<file path="config.mk">
export PLATFORM = sky130hd
export DESIGN_NAME = mux8_rr_arbiter
export DESIGN_NICKNAME = d
export VERILOG_FILES = /design/src/rtl/mux8_arb_pkg.sv /design/src/rtl/rr_pick8.sv /design/src/rtl/mux8_rr_arbiter.sv
export SDC_FILE = /design/constraint.sdc
export NUM_CORES = 1
export LEC_CHECK = 0
export BUFFER_PORTS_ARGS = -buffer_cell sky130_fd_sc_hd__buf_2
export CAP_MARGIN = 40
export CORE_ASPECT_RATIO = 0.7
export CORE_UTILIZATION = 40
export CTS_BUF_LIST = sky130_fd_sc_hd__clkbuf_4 sky130_fd_sc_hd__clkbuf_8
export DETAILED_ROUTE_END_ITERATION = 7
export PLACE_DENSITY = 0.6
export SYNTH_ARGS = -nofsm -noshare
export SYNTH_HDL_FRONTEND = slang
export SYNTH_SLANG_ARGS = --single-unit
</file>
<file path="constraint.sdc">
create_clock -name clk -period 4.67 [get_ports clk]
set_clock_uncertainty 0.2 [all_clocks]
set_input_delay 0 -clock clk [delete_from_list [all_inputs] [get_ports clk]]
set_output_delay 0 -clock clk [all_outputs]
set_load 0.02 [all_outputs]
</file>
<file path="src/rtl/mux8_arb_pkg.sv">
// Shared types, constants and helpers for the 8-way round-robin mux arbiter.
package mux8_arb_pkg;

    localparam int unsigned NREQ = 8;
    localparam int unsigned SELW = 3;

    typedef enum logic [0:0] {
        IDLE  = 1'b0,
        GRANT = 1'b1
    } state_e;

    // Convert a requester index into a one-hot grant vector.
    function automatic logic [NREQ-1:0] idx_to_onehot(input logic [SELW-1:0] idx);
        return NREQ'(1) << idx;
    endfunction

endpackage

</file>
<file path="src/rtl/rr_pick8.sv">
// Rotate-priority encoder: first set req bit at or after ptr, wrapping modulo 8.
module rr_pick8
    import mux8_arb_pkg::*;
(
    input  logic [NREQ-1:0] req,
    input  logic [SELW-1:0] ptr,
    output logic            found,
    output logic [SELW-1:0] idx
);

    logic [2*NREQ-1:0] dbl;
    logic [NREQ-1:0]   rot;
    logic [SELW-1:0]   off;

    assign dbl = {req, req} >> ptr;
    assign rot = dbl[NREQ-1:0];

    // Scan downward so the lowest rotated offset (nearest to ptr) wins.
    always_comb begin
        found = 1'b0;
        off   = '0;
        for (int i = NREQ - 1; i >= 0; i--) begin
            if (rot[i]) begin
                found = 1'b1;
                off   = SELW'(i);
            end
        end
    end

    assign idx = ptr + off;

endmodule

</file>
<file path="src/rtl/mux8_rr_arbiter.sv">
// Round-robin arbiter sharing one 8:1 bit mux, with per-ownership burst limit.
// Optional owner lock (burst extension) enabled by defining MUX8_ARB_LOCK_EN.
module mux8_rr_arbiter
    import mux8_arb_pkg::*;
#(
    parameter int unsigned BURST_LEN = 4
) (
    input  logic            clk,
    input  logic            rst_n,
    input  logic [NREQ-1:0] req,
    input  logic [NREQ-1:0] d,
`ifdef MUX8_ARB_LOCK_EN
    input  logic            lock,
`endif
    output logic [NREQ-1:0] gnt,
    output logic [SELW-1:0] s,
    output logic            o,
    output logic            o_vld
);

    localparam int unsigned    CNTW     = (BURST_LEN > 1) ? $clog2(BURST_LEN) : 1;
    localparam logic [CNTW-1:0] CNT_MAX = CNTW'(BURST_LEN - 1);
    localparam logic [0:0]      ST_IDLE  = IDLE;
    localparam logic [0:0]      ST_GRANT = GRANT;

    logic [0:0]      state_q, state_d;
    logic [NREQ-1:0] gnt_q, gnt_d;
    logic [SELW-1:0] s_q, s_d;
    logic [CNTW-1:0] cnt_q, cnt_d;
    logic [SELW-1:0] ptr_q, ptr_d;
    logic            o_q, o_vld_q;
    logic [SELW-1:0] pick_ptr_c;
    logic            found_c;
    logic [SELW-1:0] idx_c;
    logic            lock_c;
    logic            owner_req_c;

`ifdef MUX8_ARB_LOCK_EN
    assign lock_c = lock;
`else
    assign lock_c = 1'b0;
`endif

    assign owner_req_c = req[s_q];

    // While granting, the search only matters on release, where it starts after the owner.
    assign pick_ptr_c = (state_q == ST_GRANT) ? s_q + SELW'(1) : ptr_q;

    rr_pick8 u_pick (
        .req   (req),
        .ptr   (pick_ptr_c),
        .found (found_c),
        .idx   (idx_c)
    );

    always_ff @(posedge clk or negedge rst_n) begin
        if (!rst_n) begin
            state_q <= ST_IDLE;
            gnt_q   <= '0;
            s_q     <= '0;
            cnt_q   <= '0;
            ptr_q   <= '0;
        end else begin
            state_q <= state_d;
            gnt_q   <= gnt_d;
            s_q     <= s_d;
            cnt_q   <= cnt_d;
            ptr_q   <= ptr_d;
        end
    end

    always_comb begin
        state_d = state_q;
        gnt_d   = gnt_q;
        s_d     = s_q;
        cnt_d   = cnt_q;
        ptr_d   = ptr_q;
        case (state_q)
            ST_IDLE: begin
                if (found_c) begin
                    gnt_d   = idx_to_onehot(idx_c);
                    s_d     = idx_c;
                    cnt_d   = '0;
                    state_d = ST_GRANT;
                end
            end
            ST_GRANT: begin
                if (owner_req_c && (cnt_q < CNT_MAX)) begin
                    cnt_d = cnt_q + CNTW'(1);
                end else if (owner_req_c && lock_c) begin
                    cnt_d = CNT_MAX;
                end else begin
                    // Release and re-arbitrate in the same cycle; no bubble if anyone waits.
                    ptr_d = s_q + SELW'(1);
                    cnt_d = '0;
                    if (found_c) begin
                        gnt_d = idx_to_onehot(idx_c);
                        s_d   = idx_c;
                    end else begin
                        gnt_d   = '0;
                        state_d = ST_IDLE;
                    end
                end
            end
            default: begin
                state_d = ST_IDLE;
                gnt_d   = '0;
            end
        endcase
    end

    // Data stage lags the grant by one cycle; o is forced low when nothing was granted.
    always_ff @(posedge clk or negedge rst_n) begin
        if (!rst_n) begin
            o_q     <= 1'b0;
            o_vld_q <= 1'b0;
        end else begin
            o_q     <= (|gnt_q) ? d[s_q] : 1'b0;
            o_vld_q <= |gnt_q;
        end
    end

    assign gnt   = gnt_q;
    assign s     = s_q;
    assign o     = o_q;
    assign o_vld = o_vld_q;

endmodule

</file>
; Yosys cells after proc, flatten, opt, wreduce, memory -nomap -nowiden
; Index checks and enable logic that the tools add are counted.
[op_classes]
add_sub_neg = 3
magnitude_cmp = 2
n_eq_ne = 2
shift = 2
n_mux = 35
n_bitwise = 2
n_reduce_logical = 4
[ops]
columns = cell, count
row1 = 3-bit two-way mux, 11
row2 = 8-bit two-way mux, 3
row3 = 8-bit one-hot mux with 2 select lines, 1
row4 = 16-bit by 3-bit >> shifter with 8-bit output, 1
row5 = 1-bit two-way mux, 13
row6 = 8-bit OR reduction, 1
row7 = 1-bit by 3-bit << shifter with 8-bit output (first input constant), 1
row8 = 1-bit binary-select mux with 3-bit select, 2
row9 = 3-bit one-hot mux with 2 select lines, 1
row10 = 3-bit by 4-bit < comparator with 1-bit output (second input constant), 1
row11 = 2-bit two-way mux, 2
row12 = 2-bit inequality test (second input constant), 2
row13 = 2-bit one-hot mux with 2 select lines, 1
row14 = 2-bit AND reduction, 2
row15 = 3-bit by 1-bit adder with 3-bit output (second input constant), 1
row16 = 3-bit adder, 1
row17 = 2-bit by 1-bit adder with 2-bit output (second input constant), 1
row18 = 2-bit < comparator (second input constant), 1
row19 = 1-bit inverter, 2
row20 = 1-bit one-hot mux with 2 select lines, 1
row21 = 1-bit logical AND, 1
[word_totals]
reg_bits = 19
inputBits = 18
out_inout_bits = 13
elab_cells = 57

; Depth between registers and ports, before layout
; Gate-level depths: netlist (run 1).
[logic_depth]
ltp_word = 16
ltp_mapped = 17

; Hierarchy
; Synthesis (run 1) repeated with hierarchy kept, for this count alone.
[hier_totals]
cells_unflattened = 154
area_unflattened_um2 = 1696.6
[by_module_without_submodules]
columns = module, n_inst, cells_per_inst, area_per_inst_um2
row1 = mux8_rr_arbiter, 1, 83, 1044.8
row2 = rr_pick8, 1, 71, 651.9

; Worst setup path before layout (run 1)
; Ideal clock, no wire load.
[synth_path]
path_type = register to register
startpoint = register s_q[1] (netlist: s[1])
endpoint = register gnt_q[3] (netlist: gnt[3])
setup_ps = 87
arrival_time_ps = 3573
path_slack_ps = 810
stages_incl_launch_ff = 16
n_path_buf = 1
period_less_slack_ps = 3860
cell_sequence = dfrtp_1 -> ha_1 -> xor2_1 -> mux2i_1 -> buf_6 -> mux2i_1 -> mux2_2 -> nand2b_1 -> a21o_1 -> a31oi_1 -> ha_1 -> inv_1 -> fa_1 -> or3b_1 -> or3_1 -> o211ai_1
[synth_via]
elab_chain_len = 16
elab_cells_between_ends = 31
cone_classes = add/sub (2) / eq/ne (2) / shift (2) / mux (23) / reduce/logical (2)
[synth_rtl]
columns = item, line
row1 = start: declaration, mux8_rr_arbiter.sv:28  ; logic [SELW-1:0] s_q, s_d;
row2 = start signal: assignment, mux8_rr_arbiter.sv:60  ; s_q <= '0;
row3 = start signal: assignment, mux8_rr_arbiter.sv:66  ; s_q <= s_d;
row4 = 3-bit by 1-bit adder with 3-bit output, mux8_rr_arbiter.sv:47  ; assign pick_ptr_c = (state_q == ST_GRANT) ? s_q + SELW'(1) : ptr_q;
row5 = 3-bit two-way mux, mux8_rr_arbiter.sv:47
row6 = 16-bit by 3-bit >> shifter with 8-bit output, rr_pick8.sv:15  ; assign dbl = {req, req} >> ptr;
row7 = 3-bit two-way mux (8 in series), rr_pick8.sv:23  ; if (rot[i]) begin
row8 = 3-bit adder, rr_pick8.sv:30  ; assign idx = ptr + off;
row9 = 1-bit by 3-bit << shifter with 8-bit output, mux8_arb_pkg.sv:14  ; return NREQ'(1) << idx;
row10 = 8-bit two-way mux, mux8_rr_arbiter.sv:96  ; if (found_c) begin
row11 = 8-bit two-way mux, mux8_rr_arbiter.sv:88  ; if (owner_req_c && (cnt_q < CNT_MAX)) begin
row12 = 8-bit one-hot mux with 2 select lines, mux8_rr_arbiter.sv:78  ; case (state_q)
row13 = end signal: assignment, mux8_rr_arbiter.sv:65  ; gnt_q <= gnt_d;
row14 = end: declaration, mux8_rr_arbiter.sv:27  ; logic [NREQ-1:0] gnt_q, gnt_d;
; Parallel ways exist; a longest one is shown, timed or not. The select of a mux whose other input is x is not followed.
; A chain may end at the register's enable or synchronous reset.

; Worst setup path after layout (run 1)
[layout_path]
startpoint = register s_q[0] (netlist: s[0])
endpoint = register gnt_q[3] (netlist: gnt[3])
; The elaborated chain is that of the path after synthesis.

==> results of run 1 <==
## cells in the mapped netlist, types with 2 or more instances
cell type,number
mux2i_1,23
dfrtp_1,19
inv_1,13
mux2_2,6
buf_6,5
nand2_1,5
nand4_1,5
nor2_1,5
mux4_2,4
nand2b_1,4
nand3_1,4
o211ai_1,4
o221ai_1,4
or3_1,4
ha_1,3
a21oi_2,2
and2_1,2
mux2_4,2
mux2i_4,2
nor4_1,2
o21ai_0,2
xor2_1,2
## layer usage
layer  vias up  share of wire, %
met1       587                50
met3         5               1.8
met2        10                47
met5         -                 0
li1        600                 -
met4         0              0.99
## cell usage in the layout (no fill, tap or decap), drive strengths merged, types with 2 or more instances in the layout
cell	synthesis	final
and2	2	2
nand2	6	6
clkbuf	0	4
mux4	4	4
mux2	8	8
dfrtp	19	19
nand4	5	5
o21ai	3	3
nand3	4	4
nand2b	4	4
buf	6	34
nor3	2	2
xor2	2	2
or3	5	5
o221ai	4	4
a31oi	2	2
ha	3	3
nor2	5	5
inv	13	13
nor4	3	3
o211ai	4	4
mux2i	25	25
a21oi	3	3
## state kept, by name, indices dropped and copies added, names as in the netlist
| name | count |
|---|---|
| cnt_q | 2 |
| ptr_q | 3 |
| s | 3 |
| state_q | 1 |
| o | 1 |
| gnt | 8 |
| o_vld | 1 |
## critical path, stage by stage (launching register included)
cell,delay [ps]
dfrtp_1,530
ha_1,280
xor2_1,150
mux2i_1,140
buf_4,230
mux2i_1,280
mux2i_1,160
nand2b_1,190
a21o_1,190
a31oi_1,170
ha_1,160
inv_1,50
fa_1,510
or3b_1,450
or3_1,330
o211ai_1,100
## final cells by class
type	instances	area [sq um]	area share, %
flip-flops and latches	19	475	26.5
well taps	50	62.6	3.49
multi-input cells	105	965	53.8
inverters	13	48.8	2.72
repair buffers	35	194	10.8
clock buffers	4	48.8	2.72
## cell families after synthesis
family | Yosys count | synth area share (%)
DFF | 19 | 30.6
AOI/OAI and AO/OA | 20 | 10.6
adders and majority gates | 4 | 3.71
xor gates and xnor gates | 3 | 1.69
buffers and inverters | 19 | 7.25
muxes | 37 | 29.8
and+or+nand+nor | 41 | 16.3
## metrics by stage
step	hold slack (ps)	area [sq um]	setup WS [ps]	instances	utilization, %
after floorplan	-496	1550	810	143	-
after global placement	-237	1720	598	220	47.6
after detailed placement	-234	1740	515	221	47.9
after CTS	15.5	1790	482	226	49.5
after global routing	72.3	1790	135	226	49.5
final	9.80	1790	465	226	49.5
## worst paths after layout
path                                from  endpoint  slack, ps  cells after the start
worst max register to register      s[0]    gnt[3]        460                     15
worst min register to register  ptr_q[0]  ptr_q[0]        290                      2
worst max-delay path                s[0]    gnt[3]        460                     15
min in group clk                    d[2]         o         60                      4
max in group asynchronous          rst_n  ptr_q[2]       3950                      2
worst min-delay path               rst_n         o         10                      2
## what timing repair did
| item | CTS | global route |
|---|---|---|
| hold buffers | 1 | 0 |
| setup buffers | 0 | 0 |
| endpoints found under the hold margin | 19 | 0 |
| endpoints found under the setup margin | 0 | 0 |
==> metrics.md, run 1 <==
| Metric | Value |
|---|---|
| Status | `finished clean` |
| Fillers | `341` |
| Max_cap viols | `0` |
| Nets | `199` |
| Vias in the first global route | `1183` |
| Clk_lat worst skew | `260 ps` |
| Syn Area/Cell | `10.9 sq um` |
| Worst Setup Path Type | `reg2reg` |
| Largest area contributor in the netlist | `dfrtp_1` |
| Final hold vios | `0` |
| Clock Pin Slew Worst Setup and Hold Paths | `70 ps` |
| GR Util All Layers | `17.9%` |
| Pre-antenna DRT Iters | `4` |
| Synth-to-Final Area Change | `15.6%` |
| GRT met2 Usage | `30.2%` |
| Most used routing layer | `met2` |
| Yosys warns | `0` |
| Critical path endpoint category | `register` |
| Core Box Area | `3630 sq um` |
| Post-synth EDFFs | `0` |
| Share of layout cells above drive strength 1 | `34.7%` |
| Rel. slew slack | `56.6%` |
| Starting DRT DRC Count | `52` |
| Clk sinks | `19` |
| Final Critical Period | `4210 ps` |
| Final ANT Viol Nets | `0` |
| Die ar. | `4140 sq um` |
| Total Wirelength | `3.33 mm` |
| Synth top area cells | `dfrtp_1 (31%), mux2i_1 (15%), mux4_2 (5.8%)` |
| Syn_nets | `165` |
| Met3 usage | `4.07%` |
| # IOs | `31` |
| Crit share post-route | `90.0%` |
| Setup TNS | `0 ps` |
| Final Setup Violations | `0` |
| H-tree levels | `1` |
| HPWL Detailed | `2.63 mm` |
| Pin count of the biggest net entering global routing | `21` |
| Vias | `1202` |
| Actual slew at the worst max-slew pin | `647 ps` |
| # resized after CTS | `0` |
| Number of buffers created by CTS | `3` |
| Critical Path RT | `4650 ps` |
| Sequential share of the synthesized area | `30.6%` |
| Die span in y | `54.1 um` |
| Core Rows | `18` |
| FMAX | `238 MHz` |
| Met1 GRT Util | `23.4%` |
| Die Wd | `76.5 um` |
| Synthesized flop and latch total | `19` |
| CTS max path bufs | `2` |
| Worst Hold Class | `in2async` |
| Placer congestion estimate | `0.804` |
| CP arrival | `4180 ps` |
| Async set or reset register ratio after synthesis | `100%` |
| Port Buffer Count | `30` |
| Initial antenna violation count | `0` |
| Ys flop type | `dfrtp_1` |
| Cell area after synthesis | `1550 sq um` |
| Startpoint types | `register` |
| TritonCTS clock tree | `built` |
| Post-synth top area share | `30.6%` |
| Syn Inst Count | `143` |
| Clk root buf | `clkbuf_8` |
| Initial Utilization | `42.8%` |
| Drt drc | `0` |
| Grt ovf | `0` |
| Unrepaired setup endpoints after global routing | `false` |
| Synth unique cells | `43` |
| Vias per Instance | `5.32` |
| WL/cell | `14.7 um` |
| Antenna diodes | `0` |
| Max FO, Critical Path | `10` |
| Final Max Slew Viols | `0` |
| First-pass GRT wire length | `5.65 mm` |
Power of run 1 is left out: the tool's default activity adds up to more than one toggle a clock period on the data nets, which glitch-free logic cannot reach.
==> run 2: changes to the inputs <==
- CAP_MARGIN: 40 -> 20
- REMOVE_ABC_BUFFERS: default -> 1
==> run 2 against run 1 <==
Against the previous run:
- maximum frequency increased by 2.5%
- worst hold slack improved by 5.3 ps
- register-to-register slack improved by 100 ps
- first-iteration DRC count increased by 38%
- core utilization decreased by 0.38 points
- global-route usage about the same
- non-clock buffer count decreased by 1
- setup slack improved by 100 ps
- routed wire length increased by 3.4%
- sequential cell count unchanged
- via count increased by 2.4%
- cell area decreased by 0.77%
==> metrics.md, run 2 (synthesized netlist as in run 1, its figures left out) <==
| Metric | Value |
|---|---|
| Max FO, Critical Path | `10` |
| Met1 wire length | `1.85 mm` |
| Critical Path RT | `4650 ps` |
| Drt drc | `0` |
| Core Box Area | `3630 sq um` |
| CP max stage delay | `510 ps` |
| CP arrival | `4080 ps` |
| Initial antenna violation count | `0` |
| Final hold vios | `0` |
| Pin count of the biggest net entering global routing | `21` |
| Clock Pin Slew Worst Setup and Hold Paths | `70 ps` |
| Area of the multi-input gates | `965 sq um` |
| Synth-to-Final Area Change | `14.7%` |
| Vias | `1231` |
| Fillers | `348` |
| Rel. slew slack | `37.9%` |
| Antenna diodes | `0` |
| Register Area | `475 sq um` |
| Die span in y | `54.1 um` |
| Clk root buf | `clkbuf_8` |
| Most frequent CP cell | `mux2i_1` |
| WL met3 | `181 um` |
| Grt ovf | `0` |
| Max Used Layer | `met3` |
| Hold WS | `15.1 ps` |
| Die Wd | `76.5 um` |
| Starting DRT DRC Count | `72` |
| Max_cap viols | `0` |
| Vias per Instance | `5.47` |
| Pre-antenna DRT Iters | `4` |
| H-tree levels | `1` |
| Commonest non-fill, non-tap cell in the layout | `buf_2` |
| FF-to-FF path depth | `15` |
| GR Util All Layers | `17.8%` |
| HPWL Detailed | `2.71 mm` |
| Clk sinks | `19` |
| TritonCTS clock tree | `built` |
| WL/cell | `15.3 um` |
| Wire length on met2 | `1.41 mm` |
| Most frequent cells in the layout | `buf_2 (30), mux2i_1 (23), dfrtp_1 (19), inv_1 (13), mux2_2 (6)` |
| Unrepaired setup endpoints after global routing | `false` |
| Nets | `198` |
| Final Critical Period | `4100 ps` |
| Port Buffer Count | `30` |
| FMAX | `244 MHz` |
| CTS max path bufs | `2` |
| Actual slew at the worst max-slew pin | `924 ps` |
| Max reg flops | `8` |
| # IOs | `31` |
| Critical path endpoint category | `register` |
| Crit-path cells | `ha_1 > xor2_1 > mux2i_1 > buf_4 > mux2i_1 > mux2i_1 > nand2b_1 > a21o_1 > a31oi_1 > ha_1 > inv_1 > fa_1 > or3b_1 > or3_1 > o211ai_1` |
| Initial Utilization | `42.8%` |
| Final Max Slew Viols | `0` |
| Final Setup Violations | `0` |
| Die ar. | `4140 sq um` |
| First-pass GRT wire length | `5.69 mm` |
| Crit share post-route | `87.8%` |
| Status | `finished clean` |
| Placer congestion estimate | `0.810` |
| Final ANT Viol Nets | `0` |
| Worst Hold Class | `in2async` |
| Startpoint types | `register` |
| Vias in the first global route | `1186` |
| Share of layout cells above drive strength 1 | `34.3%` |
| Setup TNS | `0 ps` |
| Fin util | `49.1%` |
| Number of buffers created by CTS | `3` |
| # resized after CTS | `0` |
| Worst Setup Path Type | `reg2reg` |
| Core Rows | `18` |
| Total Wirelength | `3.45 mm` |
| Slowest library cell on the worst path | `dfrtp_1` |
| Clk_lat worst skew | `260 ps` |
run 2: changes by cell type in the layout (fill, tap and decap cells not counted), sizes merged:
cell / delta
clkbuf: -1
buf: -1
clkinv: +1
run 2: final cells by class:
type / instances / share of cell area (%)
clock buffer: 3 / 2.32
timing repair buffer: 34 / 10.3
sequential: 19 / 26.7
tap: 50 / 3.51
clock inverter: 1 / 0.281
multi-input combinational: 105 / 54.2
inverter: 13 / 2.74
run 2: path summary, 6_finish.rpt:
path | from | to | slack (ps)
setup / recovery | s[0] | gnt[7] | 570
hold / removal | rst_n | o_vld | 20
setup reg to reg | s[0] | gnt[7] | 570
hold reg to reg | ptr_q[0] | ptr_q[0] | 300
max in group asynchronous | rst_n | cnt_q[0] | 3950
min in group clk | d[0] | o | 50
run 2: per-layer routing:
layer	global-route usage [%]	vias to the layer above
met3	5.08	0
met5	0	-
li1	-	600
met1	25.4	601
met2	27.3	30
met4	2.88	0
run 2: worst max-delay path, delay by kind of cell, from the launching register on:
kind	cells	cell delay, ps
xor+xnor	1	150
buf+inv	2	270
fa+ha+maj	3	960
mux	3	550
compound gates	3	440
simple gates	3	950
flops	1	510
run 2: stage by stage:
stage	setup slack [ps]	std cells	instance area [sq um]
2_1_floorplan	143	137	1490
3_3_place_gp	656	220	1720
3_5_place_dp	554	220	1720
4_1_cts	549	225	1780
5_1_grt	263	225	1780
6_report	568	225	1780
run 2: timing repair:
action | 4_1_cts | 5_1_grt
endpoints found under the hold margin | 19 | 0
setup buffers | 0 | 0
hold buffers | 1 | 0
Power of run 2 is left out for the same reason.
==> run 3: changes to the inputs <==
- ABC_AREA: default -> 1
- MAX_ROUTING_LAYER: default -> met4
- PLACE_DENSITY: 0.6 -> 0.59
==> run 3 against run 2 <==
Against the previous run:
- core utilization is 0.53 points higher
- clock-buffer cell count increased by 1
- cell count grew 54%
- first-iteration DRC count rose to 2.5 times the previous value
- setup slack improved by 310 ps
- area after synthesis rose by 14%
- critical endpoint is now gnt[2]
- highest routed layer unchanged
==> metrics.md, run 3 <==
| Metric | Value |
|---|---|
| Worst Setup Path Type | `reg2reg` |
| Final Max Slew Viols | `0` |
| Die span in y | `57.8 um` |
| Setup slack, reg-to-reg | `880 ps` |
| Initial antenna violation count | `0` |
| Setup TNS | `0 ps` |
| Initial Utilization | `43.5%` |
| CP arrival | `3730 ps` |
| First-pass GRT wire length | `7.54 mm` |
| Max FO, Critical Path | `16` |
| Status | `finished clean` |
| # IOs | `31` |
| Synthesized flop and latch total | `19` |
| Clock Pin Slew Worst Setup and Hold Paths | `70 ps` |
| Final Critical Period | `3790 ps` |
| Share of layout cells above drive strength 1 | `24.1%` |
| H-tree levels | `1` |
| Total Wirelength | `4.62 mm` |
| Rel. slew slack | `38.2%` |
| Fillers | `442` |
| Vias per Instance | `5.24` |
| Sequential share of the synthesized area | `26.8%` |
| Synth top area cells | `dfrtp_1 (27%), nand3_1 (16%), nand2_1 (16%)` |
| Post-synth EDFFs | `0` |
| Post-synth top area share | `26.8%` |
| Port Buffer Count | `30` |
| Grt ovf | `0` |
| Die ar. | `4720 sq um` |
| CTS max path bufs | `2` |
| Pin count of the biggest net entering global routing | `20` |
| Syn Area/Cell | `6.73 sq um` |
| Clk root buf | `clkbuf_8` |
| Most frequent cells in the layout | `nand2_1 (76), nand3_1 (58), buf_2 (30), inv_1 (23), dfrtp_1 (19)` |
| Cell area after synthesis | `1780 sq um` |
| Largest area contributor in the netlist | `dfrtp_1` |
| Core Rows | `19` |
| Antenna diodes | `0` |
| Core Box Area | `4090 sq um` |
| Synth top cells by count | `nand2_1 (76), nand3_1 (58), inv_1 (23)` |
| Die Wd | `81.7 um` |
| Max_cap viols | `0` |
| Placer congestion estimate | `0.901` |
| Vias in the first global route | `1570` |
| Max reg flops | `8` |
| Count leader, synth | `nand2_1` |
| Synth unique cells | `29` |
| Yosys warns | `0` |
| Synth-to-Final Area Change | `14.2%` |
| Clk_lat worst skew | `250 ps` |
| Vias | `1817` |
| Final ANT Viol Nets | `0` |
| Actual slew at the worst max-slew pin | `921 ps` |
| Setup Buffers After CTS | `0` |
| Nets | `318` |
| WL/cell | `13.3 um` |
| Slowest library cell on the worst path | `dfrtp_1` |
| Clk sinks | `19` |
| Async set or reset register ratio after synthesis | `100%` |
| TritonCTS clock tree | `built` |
| Critical Path RT | `4610 ps` |
| GR Util All Layers | `21.5%` |
| Crit share post-route | `81.2%` |
| Critical path endpoint category | `register` |
| Unrepaired setup endpoints after global routing | `false` |
| Worst Hold Class | `in2async` |
| Drt drc | `0` |
| CP max stage delay | `660 ps` |
| Commonest non-fill, non-tap cell in the layout | `nand2_1` |
| Startpoint types | `register` |
| Ys flop type | `dfrtp_1` |
| Final hold vios | `0` |
| Most frequent CP cell | `nand2_1` |
| Pre-antenna DRT Iters | `4` |
| Crit-path cells | `ha_1 > inv_1 > nand2_1 > o21ai_2 > nand3_2 > nand2_1 > nand2_1 > nand2_1 > nand2_1 > nand2_1 > nand2_1 > nand2_1 > nand2_1 > a21boi_0 > ha_1 > inv_1 > fa_1 > xnor2_1 > inv_1 > nand3_2 > nand2_4 > nand2_1 > nand2_1` |
| Final Setup Violations | `0` |
| Starting DRT DRC Count | `181` |
| HPWL Detailed | `3.62 mm` |
| FMAX | `264 MHz` |
| FF-to-FF path depth | `23` |
| Syn Inst Count | `264` |
| Number of buffers created by CTS | `3` |
## run 3: changes by cell type in the layout (fill, tap and decap cells not counted), sizes merged, moves of 5 or more
cell   before  now
mux2i      25    0
nand2       6   92
nor2        5   16
o21ai       3   22
mux2        8    0
inv        13   26
nand4       5    0
nand3       4   65
or3         5    0
## run 3: final cells by class
type                    instances  area (sq um)  share of cell area (%)
multi-input cells             211          1140                    56.4
clock buffers                   4          48.8                    2.40
repair buffers                 35           198                    9.74
inverters                      26          97.6                    4.81
flip-flops and latches         19           475                    23.4
well taps                      52          65.1                    3.21
## run 3: per-stage QoR
step / util [%] / worst slack (ps) / hold slack (ps) / instance area (sq um) / instances
after floorplan: - / 1020 / -496 / 1720 / 256
after global placement: 47.5 / 939 / -237 / 1940 / 339
after detailed placement: 47.5 / 900 / -239 / 1940 / 339
after CTS: 49.6 / 874 / 22.2 / 2030 / 347
after global routing: 49.6 / 484 / 75.4 / 2030 / 347
final: 49.6 / 876 / 32.0 / 2030 / 347
## run 3: logic make-up (layout without fill, tap and decap cells)
group                    count (synthesis)  count (layout)  share of synthesized area [%]
adder cells (fa/ha/maj)                  4               4                           3.24
AND/OR/NAND/NOR                        175             175                           49.8
buffers and inverters                   34              65                           8.80
XOR/XNOR                                 1               1                          0.493
AO/OA/AOI/OAI                           31              31                           10.9
flip-flops                              19              19                           26.8
## run 3: what timing repair did
action                     in CTS  in global routing
hold endpoints to repair       20                  0
resized for setup               0                  0
setup endpoints to repair       0                  0
hold buffers                    4                  0
## run 3: per-layer routing
layer	track usage, %	wire length [um]	vias up
met4	2.01	0	0
met1	34.8	2500	828
li1	-	-	935
met5	-	0	-
met3	4.25	350	0
met2	27.6	1770	54
## run 3: final timing paths
kind	to	from
max	gnt[2]	s[0]
min in group clk	cnt_q[1]	req[3]
min reg2reg	cnt_q[1]	cnt_q[1]
min	gnt[6]	rst_n
max in group asynchronous	s[0]	rst_n
max reg2reg	gnt[2]	s[0]
## run 3: critical path: cells and delay by family (launching register included)
family | cells | cell delay [ps]
flip-flops | 1 | 660
XOR/XNOR | 1 | 220
AND/OR/NAND/NOR | 14 | 1030
adder cells (fa/ha/maj) | 3 | 880
buffers and inverters | 3 | 220
AO/OA/AOI/OAI | 2 | 450
Power of run 3 is left out for the same reason.
